$ cat src/rtl/addsub_acc_pkg.sv
// rtl/addsub_acc_pkg.sv - shared op encodings for the add/sub accumulator
package addsub_acc_pkg;

  localparam int OP_W = 2;

  typedef enum logic [OP_W-1:0] {
    OP_LOAD = 2'd0,
    OP_ADD  = 2'd1,
    OP_SUB  = 2'd2,
    OP_CLR  = 2'd3
  } op_e;

  function automatic logic op_uses_adder(input op_e op);
    return (op == OP_ADD) || (op == OP_SUB);
  endfunction

endpackage

$ cat src/rtl/addsub_acc_cla.sv
// rtl/addsub_acc_cla.sv - combinational carry-lookahead add/sub unit (S = A + (B ^ M) + M)
module addsub_cla #(
  parameter int W = 4
) (
  input  logic [W-1:0] i_a,
  input  logic [W-1:0] i_b,
  input  logic         i_m,
  output logic [W-1:0] o_s,
  output logic         o_c,
  output logic         o_v
);

  logic [W-1:0] w_bx;
  logic [W-1:0] w_p;
  logic [W-1:0] w_g;
  logic [W:0]   w_c;

  assign w_bx = i_b ^ {W{i_m}};
  assign w_p  = i_a ^ w_bx;
  assign w_g  = i_a & w_bx;

  // Each carry is the flattened lookahead sum-of-products over all lower bits.
  always_comb begin : carry_lookahead
    logic l_term;
    logic l_prop;
    l_term = 1'b0;
    l_prop = 1'b1;
    w_c    = '0;
    w_c[0] = i_m;
    for (int i = 0; i < W; i++) begin
      l_term = 1'b0;
      l_prop = 1'b1;
      for (int j = i; j >= 0; j--) begin
        l_term = l_term | (l_prop & w_g[j]);
        l_prop = l_prop & w_p[j];
      end
      w_c[i+1] = l_term | (l_prop & i_m);
    end
  end

  assign o_s = w_p ^ w_c[W-1:0];
  assign o_c = w_c[W];
  assign o_v = w_c[W] ^ w_c[W-1];

endmodule

$ cat src/rtl/addsub_acc.sv
// rtl/addsub_acc.sv - handshaked accumulator stage with registered result and C/V/N/Z flags
module addsub_acc
  import addsub_acc_pkg::*;
#(
  parameter int W = 4
) (
  input  logic            clk,
  input  logic            rst_n,
  input  logic            in_valid,
  output logic            in_ready,
  input  logic [OP_W-1:0] op,
  input  logic [W-1:0]    b,
  output logic            out_valid,
  input  logic            out_ready,
  output logic [W-1:0]    result,
  output logic            c_out,
  output logic            v_out,
  output logic            n_out,
  output logic            z_out,
  output logic            ovf_sticky
);

  logic [W-1:0] r_acc;
  logic         r_out_valid;
  logic         r_c;
  logic         r_v;
  logic         r_n;
  logic         r_z;
  logic         r_sticky;

  op_e          w_op;
  logic         w_accept;
  logic [W-1:0] w_sum;
  logic         w_cla_c;
  logic         w_cla_v;
  logic [W-1:0] w_acc_nxt;
  logic         w_c_nxt;
  logic         w_v_nxt;
  logic         w_sticky_nxt;

  assign w_op     = op_e'(op);
  assign in_ready = !r_out_valid || out_ready;
  assign w_accept = in_valid && in_ready;

  addsub_cla #(.W(W)) u_cla (
    .i_a (r_acc),
    .i_b (b),
    .i_m (w_op == OP_SUB),
    .o_s (w_sum),
    .o_c (w_cla_c),
    .o_v (w_cla_v)
  );

  always_comb begin
    w_acc_nxt    = r_acc;
    w_c_nxt      = 1'b0;
    w_v_nxt      = 1'b0;
    w_sticky_nxt = r_sticky;
    if (op_uses_adder(w_op)) begin
      w_acc_nxt    = w_sum;
      w_c_nxt      = w_cla_c;
      w_v_nxt      = w_cla_v;
      w_sticky_nxt = r_sticky | w_cla_v;
    end else if (w_op == OP_LOAD) begin
      w_acc_nxt = b;
    end else begin
      w_acc_nxt    = '0;
      w_sticky_nxt = 1'b0;
    end
  end

  // The accumulator doubles as the result register, so a drained result is still the next operand.
  always_ff @(posedge clk or negedge rst_n) begin
    if (!rst_n) begin
      r_acc       <= '0;
      r_out_valid <= 1'b0;
      r_c         <= 1'b0;
      r_v         <= 1'b0;
      r_n         <= 1'b0;
      r_z         <= 1'b1;
      r_sticky    <= 1'b0;
    end else if (w_accept) begin
      r_acc       <= w_acc_nxt;
      r_out_valid <= 1'b1;
      r_c         <= w_c_nxt;
      r_v         <= w_v_nxt;
      r_n         <= w_acc_nxt[W-1];
      r_z         <= (w_acc_nxt == '0);
      r_sticky    <= w_sticky_nxt;
    end else if (out_ready) begin
      r_out_valid <= 1'b0;
    end
  end

  assign result     = r_acc;
  assign out_valid  = r_out_valid;
  assign c_out      = r_c;
  assign v_out      = r_v;
  assign n_out      = r_n;
  assign z_out      = r_z;
  assign ovf_sticky = r_sticky;

endmodule

$ cat config.mk
export PLATFORM = sky130hd
export DESIGN_NAME = addsub_acc
export DESIGN_NICKNAME = d
export VERILOG_FILES = /design/src/rtl/addsub_acc_pkg.sv /design/src/rtl/addsub_acc_cla.sv /design/src/rtl/addsub_acc.sv
export SDC_FILE = /design/constraint.sdc
export NUM_CORES = 1
export LEC_CHECK = 0
export CAP_MARGIN = 10
export CORE_MARGIN = 2
export CORE_UTILIZATION = 40
export CTS_CLUSTER_SIZE = 20
export DETAILED_ROUTE_END_ITERATION = 10
export DONT_BUFFER_PORTS = 1
export GPL_TIMING_DRIVEN = 0
export MAX_ROUTING_LAYER = met4
export SLEW_MARGIN = 10
export SYNTH_ARGS = -nofsm -noshare
export SYNTH_HDL_FRONTEND = slang
export SYNTH_SLANG_ARGS = --single-unit
$ cat constraint.sdc
create_clock -name clk -period 2.2 [get_ports clk]
set_input_delay 0.33 -clock clk [delete_from_list [all_inputs] [get_ports clk]]
set_output_delay 0.33 -clock clk [all_outputs]
set_load 0.01 [all_outputs]
==> results of run 1 <==
cells by family after synthesis:
kind of cell / Yosys count / share of synthesized area, %
and+or+nand+nor: 19 / 12.8
adders and majority gates: 7 / 13.0
buffers and inverters: 7 / 5.75
AOI/OAI and AO/OA: 21 / 24.1
DFF: 9 / 33.6
xor gates and xnor gates: 6 / 7.79
muxes: 2 / 2.97
worst max path at each step:
stage                     depth (start not counted)  start     to  slack, ps
after floorplan                                  10  op[0]  z_out         40
after global placement                           10  op[0]  z_out        -70
after detailed placement                         10  op[0]  z_out        -80
after CTS                                        10  op[0]  z_out        180
after global routing                             10  op[0]  z_out         70
final                                            10  op[0]  z_out        180
what timing repair did:
item | 4_1_cts | 5_1_grt
hold endpoints to repair | 9 | 0
buffers inserted | 0 | 0
resized for setup | 0 | 0
hold buffers | 1 | 0
cells in the mapped netlist:
cell,number,area share (%)
nand2_1,5,2.8
nand3_1,2,1.5
o221a_2,1,1.7
dfstp_2,1,3.9
o32a_1,1,1.5
a31oi_1,1,0.93
nor2_1,6,3.3
a21o_1,1,1.1
inv_1,3,1.7
o21ai_1,7,5.2
dfrtp_1,8,30
buf_4,1,1.1
o21bai_2,1,1.7
xnor2_1,1,1.3
a32o_2,1,1.7
nor2b_1,2,1.9
a211oi_4,1,3.0
a211oi_1,1,1.1
mux2i_1,2,3.0
a21oi_1,3,2.2
buf_2,1,0.74
ha_1,7,13
a22oi_1,1,1.1
xor2_1,5,6.5
clkbuf_1,1,0.56
nor3_1,2,1.5
nand2b_1,2,1.9
o21ai_0,1,0.74
a221oi_2,1,2.2
buf_6,1,1.7
registers in the layout, summed over array words and instances (netlist names):
| name | count |
|---|---|
| v_out | 1 |
| c_out | 1 |
| out_valid | 1 |
| ovf_sticky | 1 |
| z_out | 1 |
| result | 4 |
through the flow:
step                      cells  setup slack [ps]
after floorplan              71              41.5
after global placement       87             -74.3
after detailed placement     87             -76.9
after CTS                    92               179
after global routing         92              72.1
final                        92               176
area by class of cell:
cell class / instances / share of cell area [%]
multi-input combinational: 55 / 56.0
sequential: 9 / 31.0
buffer: 4 / 3.77
clock buffer: 4 / 3.60
tap: 16 / 2.74
inverter: 3 / 1.54
timing repair buffer: 1 / 1.37
layer usage:
| layer | vias up | wire (um) | global-route usage [%] |
|---|---|---|---|
| met5 | - | 0 | - |
| met4 | 0 | 0 | 3.53 |
| met3 | 0 | 81 | 8.00 |
| met2 | 12 | 562 | 20.0 |
| met1 | 230 | 585 | 18.8 |
| li1 | 264 | - | - |
critical path, stage by stage:
cell      delay (ps)
inv_1             50
ha_1             200
buf_6            140
xor2_1           160
ha_1             320
a211oi_4         240
o21bai_2         140
xor2_1           170
a221oi_2         270
a32o_2           210
power by group:
group	total, mW	internal [mW]	switching, mW	leakage, nW
Combinational	0.263	0.125	0.138	0.220
Clock	0.123	0.0696	0.0530	0.0150
Sequential	0.282	0.216	0.0658	0.111
Total	0.668	0.411	0.257	0.346
==> results.sh, run 1 <==
export IMPL_rr_worst_depth=6
export IMPL_insertion_delay_ps=260
export IMPL_ctsLongestPathBuffers=2
export IMPL_antenna_found_initial=0
export IMPL_seqCellArea_sq_um=226
export IMPL_syn_num_nets=88
export IMPL_pin_count=21
export IMPL_numCtsBuffers=3
export IMPL_r2r_slack_ps=270
export IMPL_peakVddDrop_v=0.000489
export IMPL_final_cell_mix="8 x dfrtp_1, 7 x o21ai_1, 7 x ha_1"
export IMPL_die_h_um=45.1
export IMPL_initial_core_util_pct=43.8
export IMPL_placementRows=14
export IMPL_finalWirelength_mm=1.23
export IMPL_grt_max_degree=11
export IMPL_status="complete, no violations"
export IMPL_cts_tree="done"
export IMPL_multi_input_area_sq_um=409
export IMPL_worstPathMaxFanout=7
export IMPL_whs_ps=191
export IMPL_finalSetupViolCount=0
export IMPL_fmax_mhz=494
export IMPL_grt_pass1_wl_mm=2.03
export IMPL_drt_pass1_iterations=3
export IMPL_clock_sinks=9
export IMPL_cts_root_buf="clkbuf_4"
export IMPL_tns_ps=0
export IMPL_fin_area_sq_um=731
export IMPL_clkTransAtPathRegs_ps=50
export IMPL_postSynthCellCount=71
export IMPL_clock_skew_ps=3.05
export IMPL_drtIter0Drc=4
export IMPL_utilization_pct=47.4
export IMPL_h_tree_depth=1
export IMPL_gp_congestion=0.823
export IMPL_drive_gt1_share_pct=15.8
export IMPL_hp_class="input port to flop"
export IMPL_r2r_start="result[0]"
export IMPL_drcViolationCount=0
export IMPL_cp_start_kind="input port"
export IMPL_gr_total_overflow=0
export IMPL_drt_vias_per_instance=5.50
export IMPL_required_ps=2400
export IMPL_dp_hpwl_um=994
export IMPL_place_area_sq_um=694
export IMPL_fin_total_pwr_mw=0.668
export IMPL_ys_seq_elements=9
export IMPL_area_delta_synth_final_pct=8.35
export IMPL_routedWlPerCell_um=13.3
export IMPL_dieArea_sq_mm=0.00203
export IMPL_p_leak_nw=0.346
export IMPL_netlist_area_sq_um=674
export IMPL_hold_path_end="out_valid"
export IMPL_layout_nets=94
export IMPL_min_path_cells=1
export IMPL_rsz0062_at_grt="no"
export IMPL_synth_distinct_cells=30
export IMPL_tightest_slew_ps=397
export IMPL_drv_cap=0
export IMPL_arrival_ps=2220
export IMPL_worstHoldStart="in_valid"
export IMPL_ys_seq_area_share_pct=33.6
export IMPL_postRouteAntennaNets=0
export IMPL_crit_type="input port to flop"
export IMPL_synth_area_per_cell_sq_um=9.50
export IMPL_end_kind="flop"
export IMPL_num_antenna_cells=0
export IMPL_powerDensity_mw_per_mm2=914
export IMPL_vias=506
export IMPL_yosysWarnings=0
export IMPL_rr_endpoint="z_out"
export IMPL_fin_crit_ps=2020
export IMPL_die_w_um=45.1
export IMPL_track_usage_pct=14.6
export IMPL_finalHoldViolCount=0
export IMPL_num_fill_cells=155
export IMPL_slew_headroom_pct=73.5
export IMPL_coreArea_sq_mm=0.00154
export IMPL_fin_crit_sh_pct=92.0
export IMPL_io_buffers=0
export IMPL_finalMaxSlewViolations=0
export IMPL_layout_commonest_cell="dfrtp_1"
export IMPL_grt_pass1_vias=454
Note: power is estimated with default switching activity, not from simulation.
==> inputs of run 2 (changes only) <==
--- a/config.mk
+++ b/config.mk
@@ -6,13 +6,14 @@
 export NUM_CORES = 1
 export LEC_CHECK = 0
 export CAP_MARGIN = 10
-export CORE_MARGIN = 2
-export CORE_UTILIZATION = 40
+export CORE_AREA = 2 2 39 41
 export CTS_CLUSTER_SIZE = 20
 export DETAILED_ROUTE_END_ITERATION = 10
+export DIE_AREA = 0 0 41 43
 export DONT_BUFFER_PORTS = 1
 export GPL_TIMING_DRIVEN = 0
 export MAX_ROUTING_LAYER = met4
+export PLACE_DENSITY = 0.66
 export SLEW_MARGIN = 10
 export SYNTH_ARGS = -nofsm -noshare
 export SYNTH_HDL_FRONTEND = slang
==> results.sh, run 2 (synthesis results as in run 1) <==
export IMPL_clock_skew_ps=5.08
export IMPL_final_cell_mix="8 x dfrtp_1, 7 x o21ai_1, 7 x ha_1"
export IMPL_drv_cap=0
export IMPL_routedWlPerCell_um=12.4
export IMPL_ctsResizeCount=0
export IMPL_worstHoldStart="in_valid"
export IMPL_hold_path_end="out_valid"
export IMPL_placedCellCount=87
export IMPL_drt_vias_per_instance=5.46
export IMPL_utilization_pct=52.8
export IMPL_slew_headroom_pct=73.6
export IMPL_required_ps=2400
export IMPL_io_buffers=0
export IMPL_setup_slack_ps=189
export IMPL_largest_reg_flops=4
export IMPL_gr_total_overflow=0
export IMPL_pin_count=21
export IMPL_h_tree_depth=1
export IMPL_dp_slack_ps=-76.5
export IMPL_num_fill_cells=136
export IMPL_rr_endpoint="z_out"
export IMPL_antenna_found_initial=0
export IMPL_peakVddDrop_v=0.000625
export IMPL_min_path_cells=1
export IMPL_ctsHoldBuffers=1
export IMPL_final_cell_count_no_fill=92
export IMPL_num_antenna_cells=0
export IMPL_fin_crit_sh_pct=91.4
export IMPL_fin_total_pwr_mw=0.665
export IMPL_drtIter0Drc=5
export IMPL_finalMaxSlewViolations=0
export IMPL_sw_frac_of_total_pct=38.2
export IMPL_grt_pass1_wl_mm=1.89
export IMPL_grt_pass1_vias=480
export IMPL_dp_hpwl_um=946
export IMPL_track_usage_pct=16.6
export IMPL_placementRows=14
export IMPL_crit_type="input port to flop"
export IMPL_finalWirelength_mm=1.14
export IMPL_cts_tree="done"
export IMPL_cp_start_kind="input port"
export IMPL_dieArea_sq_mm=0.00176
export IMPL_die_w_um=41
export IMPL_worstPathMaxFanout=7
export IMPL_insertion_delay_ps=260
export IMPL_status="complete, no violations"
export IMPL_finalSetupViolCount=0
export IMPL_fin_crit_ps=2010
export IMPL_drt_pass1_iterations=4
export IMPL_tns_ps=0
export IMPL_whs_ps=188
export IMPL_post_cts_buffers=0
export IMPL_arrival_ps=2210
export IMPL_gp_congestion=0.863
export IMPL_sequentialPowerShare_pct=42.0
export IMPL_rsz0062_at_grt="no"
export IMPL_tightest_slew_ps=395
export IMPL_vias=502
export IMPL_numCtsBuffers=3
export IMPL_end_kind="flop"
export IMPL_p_leak_nw=0.346
export IMPL_drcViolationCount=0
export IMPL_r2r_slack_ps=290
export IMPL_layout_nets=94
export IMPL_coreArea_sq_mm=0.00138
export IMPL_drive_gt1_share_pct=15.8
export IMPL_r2r_start="result[0]"
export IMPL_p_comb_share_pct=39.4
export IMPL_grt_max_degree=11
export IMPL_intPower_mw=0.411
export IMPL_finalHoldViolCount=0
export IMPL_clkTransAtPathRegs_ps=50
export IMPL_p_clk_share_pct=18.6
export IMPL_cts_root_buf="clkbuf_4"
export IMPL_hp_class="input port to flop"
export IMPL_place_area_sq_um=694
export IMPL_powerDensity_mw_per_mm2=910
export IMPL_die_h_um=43
export IMPL_postRouteAntennaNets=0
export IMPL_layout_commonest_cell="dfrtp_1"
export IMPL_fin_area_sq_um=731
export IMPL_p_sw_mw=0.254
export IMPL_fmax_mhz=497
export IMPL_initial_core_util_pct=48.7
export IMPL_rr_worst_depth=6
export IMPL_area_delta_synth_final_pct=8.35
export IMPL_clock_sinks=9
export IMPL_ctsLongestPathBuffers=2
[run 2: per-layer routing]
metal / share of wire, % / global-route usage (%)
met1: 45 / 21.0
met2: 48 / 23.8
met5: 0 / -
met3: 6.2 / 9.42
met4: 0 / 2.00
[run 2: worst max-delay path by stage]
stage	end	start	slack, ps	depth (start not counted)
after CTS	z_out	op[0]	170	10
after floorplan	z_out	op[0]	40	10
after global placement	z_out	op[0]	-70	10
final	z_out	op[0]	190	10
after global routing	z_out	op[0]	70	10
after detailed placement	z_out	op[0]	-80	10
[run 2: area by class of cell]
type | count | area, sq um | area share (%)
timing repair buffer | 1 | 10.0 | 1.37
multi-input combinational | 55 | 409 | 56.0
sequential | 9 | 226 | 31.0
clock buffer | 4 | 26.3 | 3.60
buffer | 4 | 27.5 | 3.77
inverter | 3 | 11.3 | 1.54
tap | 16 | 20.0 | 2.74
[run 2: worst max-delay path, cell delays in order]
cell and delay, ps:
inv_1 40, ha_1 200, buf_6 140, xor2_1 160
ha_1 320, a211oi_4 240, o21bai_2 140, xor2_1 170
a221oi_2 260, a32o_2 200
[run 2: power groups by stage]
stage | clock network [mW] | logic, mW | registers [mW]
floorplan | 0 | 0.227 | 0.272
global placement | 0 | 0.256 | 0.284
detailed placement | 0 | 0.259 | 0.284
CTS | 0.128 | 0.267 | 0.282
global route | 0.135 | 0.300 | 0.286
finish | 0.124 | 0.262 | 0.279
==> inputs of run 3 (changes only) <==
--- a/config.mk
+++ b/config.mk
@@ -14,6 +14,7 @@
 export GPL_TIMING_DRIVEN = 0
 export MAX_ROUTING_LAYER = met4
 export PLACE_DENSITY = 0.66
+export SKIP_CTS_REPAIR_TIMING = 1
 export SLEW_MARGIN = 10
 export SYNTH_ARGS = -nofsm -noshare
 export SYNTH_HDL_FRONTEND = slang
==> constraint.sdc (replaced) <==
create_clock -name clk -period 2.1 [get_ports clk]
set_input_delay 0.315 -clock clk [delete_from_list [all_inputs] [get_ports clk]]
set_output_delay 0.315 -clock clk [all_outputs]
set_load 0.01 [all_outputs]
==> results.sh, run 3 (synthesis results as in run 1) <==
export IMPL_place_area_sq_um=719
export IMPL_largest_reg_flops=4
export IMPL_clock_sinks=9
export IMPL_vias=509
export IMPL_area_delta_synth_final_pct=12.1
export IMPL_die_h_um=43
export IMPL_cp_start_kind="flop"
export IMPL_rr_worst_depth=6
export IMPL_r2r_slack_ps=150
export IMPL_drv_cap=0
export IMPL_layout_commonest_cell="dfrtp_1"
export IMPL_setup_slack_ps=146
export IMPL_pin_count=21
export IMPL_fin_crit_sh_pct=93.0
export IMPL_coreArea_sq_mm=0.00138
export IMPL_p_leak_nw=0.348
export IMPL_arrival_ps=2150
export IMPL_die_w_um=41
export IMPL_required_ps=2300
export IMPL_ctsLongestPathBuffers=2
export IMPL_fmax_mhz=512
export IMPL_drtIter0Drc=6
export IMPL_gr_total_overflow=0
export IMPL_drcViolationCount=0
export IMPL_clkTransAtPathRegs_ps=50
export IMPL_grt_pass1_wl_mm=1.97
export IMPL_tns_ps=0
export IMPL_utilization_pct=54.6
export IMPL_hold_path_end="out_valid"
export IMPL_powerDensity_mw_per_mm2=929
export IMPL_finalMaxSlewViolations=0
export IMPL_final_cell_mix="8 x dfrtp_1, 7 x o21ai_1, 6 x nor2_1, 6 x ha_1"
export IMPL_finalSetupViolCount=0
export IMPL_clock_skew_ps=6.23
export IMPL_rsz0062_at_grt="no"
export IMPL_grt_pass1_vias=475
export IMPL_status="complete, no violations"
export IMPL_worstHoldStart="in_valid"
export IMPL_worstPathMaxFanout=6
export IMPL_grt_max_degree=11
export IMPL_rr_endpoint="z_out"
export IMPL_postRouteAntennaNets=0
export IMPL_insertion_delay_ps=260
export IMPL_hp_class="input port to flop"
export IMPL_tightest_slew_ps=391
export IMPL_dp_slack_ps=-105
export IMPL_drt_pass1_iterations=4
export IMPL_initial_core_util_pct=48.7
export IMPL_min_path_cells=1
export IMPL_fin_total_pwr_mw=0.702
export IMPL_routedWlPerCell_um=12.7
export IMPL_track_usage_pct=17.2
export IMPL_dieArea_sq_mm=0.00176
export IMPL_finalHoldViolCount=0
export IMPL_h_tree_depth=1
export IMPL_cts_root_buf="clkbuf_4"
export IMPL_crit_type="flop to flop"
export IMPL_dp_hpwl_um=953
export IMPL_placementRows=14
export IMPL_peakVddDrop_v=0.000434
export IMPL_finalWirelength_mm=1.17
export IMPL_fin_area_sq_um=756
export IMPL_gp_congestion=0.824
export IMPL_slew_headroom_pct=73.9
export IMPL_numCtsBuffers=3
export IMPL_layout_nets=94
export IMPL_r2r_start="result[0]"
export IMPL_cts_tree="done"
export IMPL_end_kind="flop"
export IMPL_fin_crit_ps=1950
export IMPL_io_buffers=0
export IMPL_antenna_found_initial=0
export IMPL_drt_vias_per_instance=5.53
export IMPL_num_antenna_cells=0
export IMPL_drive_gt1_share_pct=18.4
run 3: final cells by class:
cell class / count / area (sq um)
timing repair buffer: 1 / 10.0
sequential: 9 / 226
buffer: 4 / 27.5
inverter: 3 / 23.8
fill: 129 / 628
clock buffer: 4 / 26.3
tap: 16 / 20.0
multi-input combinational: 55 / 422
run 3: how the worst max path moves through the flow:
stage	start	end	slack (ps)	depth (start not counted)
6_report	result[0]	z_out	150	6
3_5_place_dp	op[0]	z_out	-110	10
4_1_cts	result[0]	z_out	130	6
3_3_place_gp	op[0]	z_out	-110	10
5_1_grt	result[0]	z_out	20	6
2_1_floorplan	op[0]	z_out	-0.6	10
run 3: where the power goes:
| part | switching [mW] | internal [mW] | total, mW |
|---|---|---|---|
| clock network | 0.0575 | 0.0730 | 0.131 |
| logic | 0.147 | 0.133 | 0.280 |
| registers | 0.0652 | 0.227 | 0.292 |
| total | 0.269 | 0.433 | 0.702 |
run 3: critical path: stages (launching register included):
cell      delay [ps]
dfrtp_1          470
ha_1             360
a211oi_4         280
o21bai_2         120
xor2_1           180
a221oi_2         280
a32o_2           210
run 3: stage by stage:
stage               std cells  hold slack, ps
global placement           87            19.6
floorplan                  71            19.4
CTS                        91            -260
global route               92             181
detailed placement         87            19.6
finish                     92             177
run 3: per-layer routing:
layer	up-vias	wire [um]	share of wire, %	track usage, %
li1	263	-	-	-
met2	14	572	49	22.2
met4	0	0	0	2.00
met3	0	90	7.7	9.95
met1	232	507	43	24.2
met5	-	0	0	-
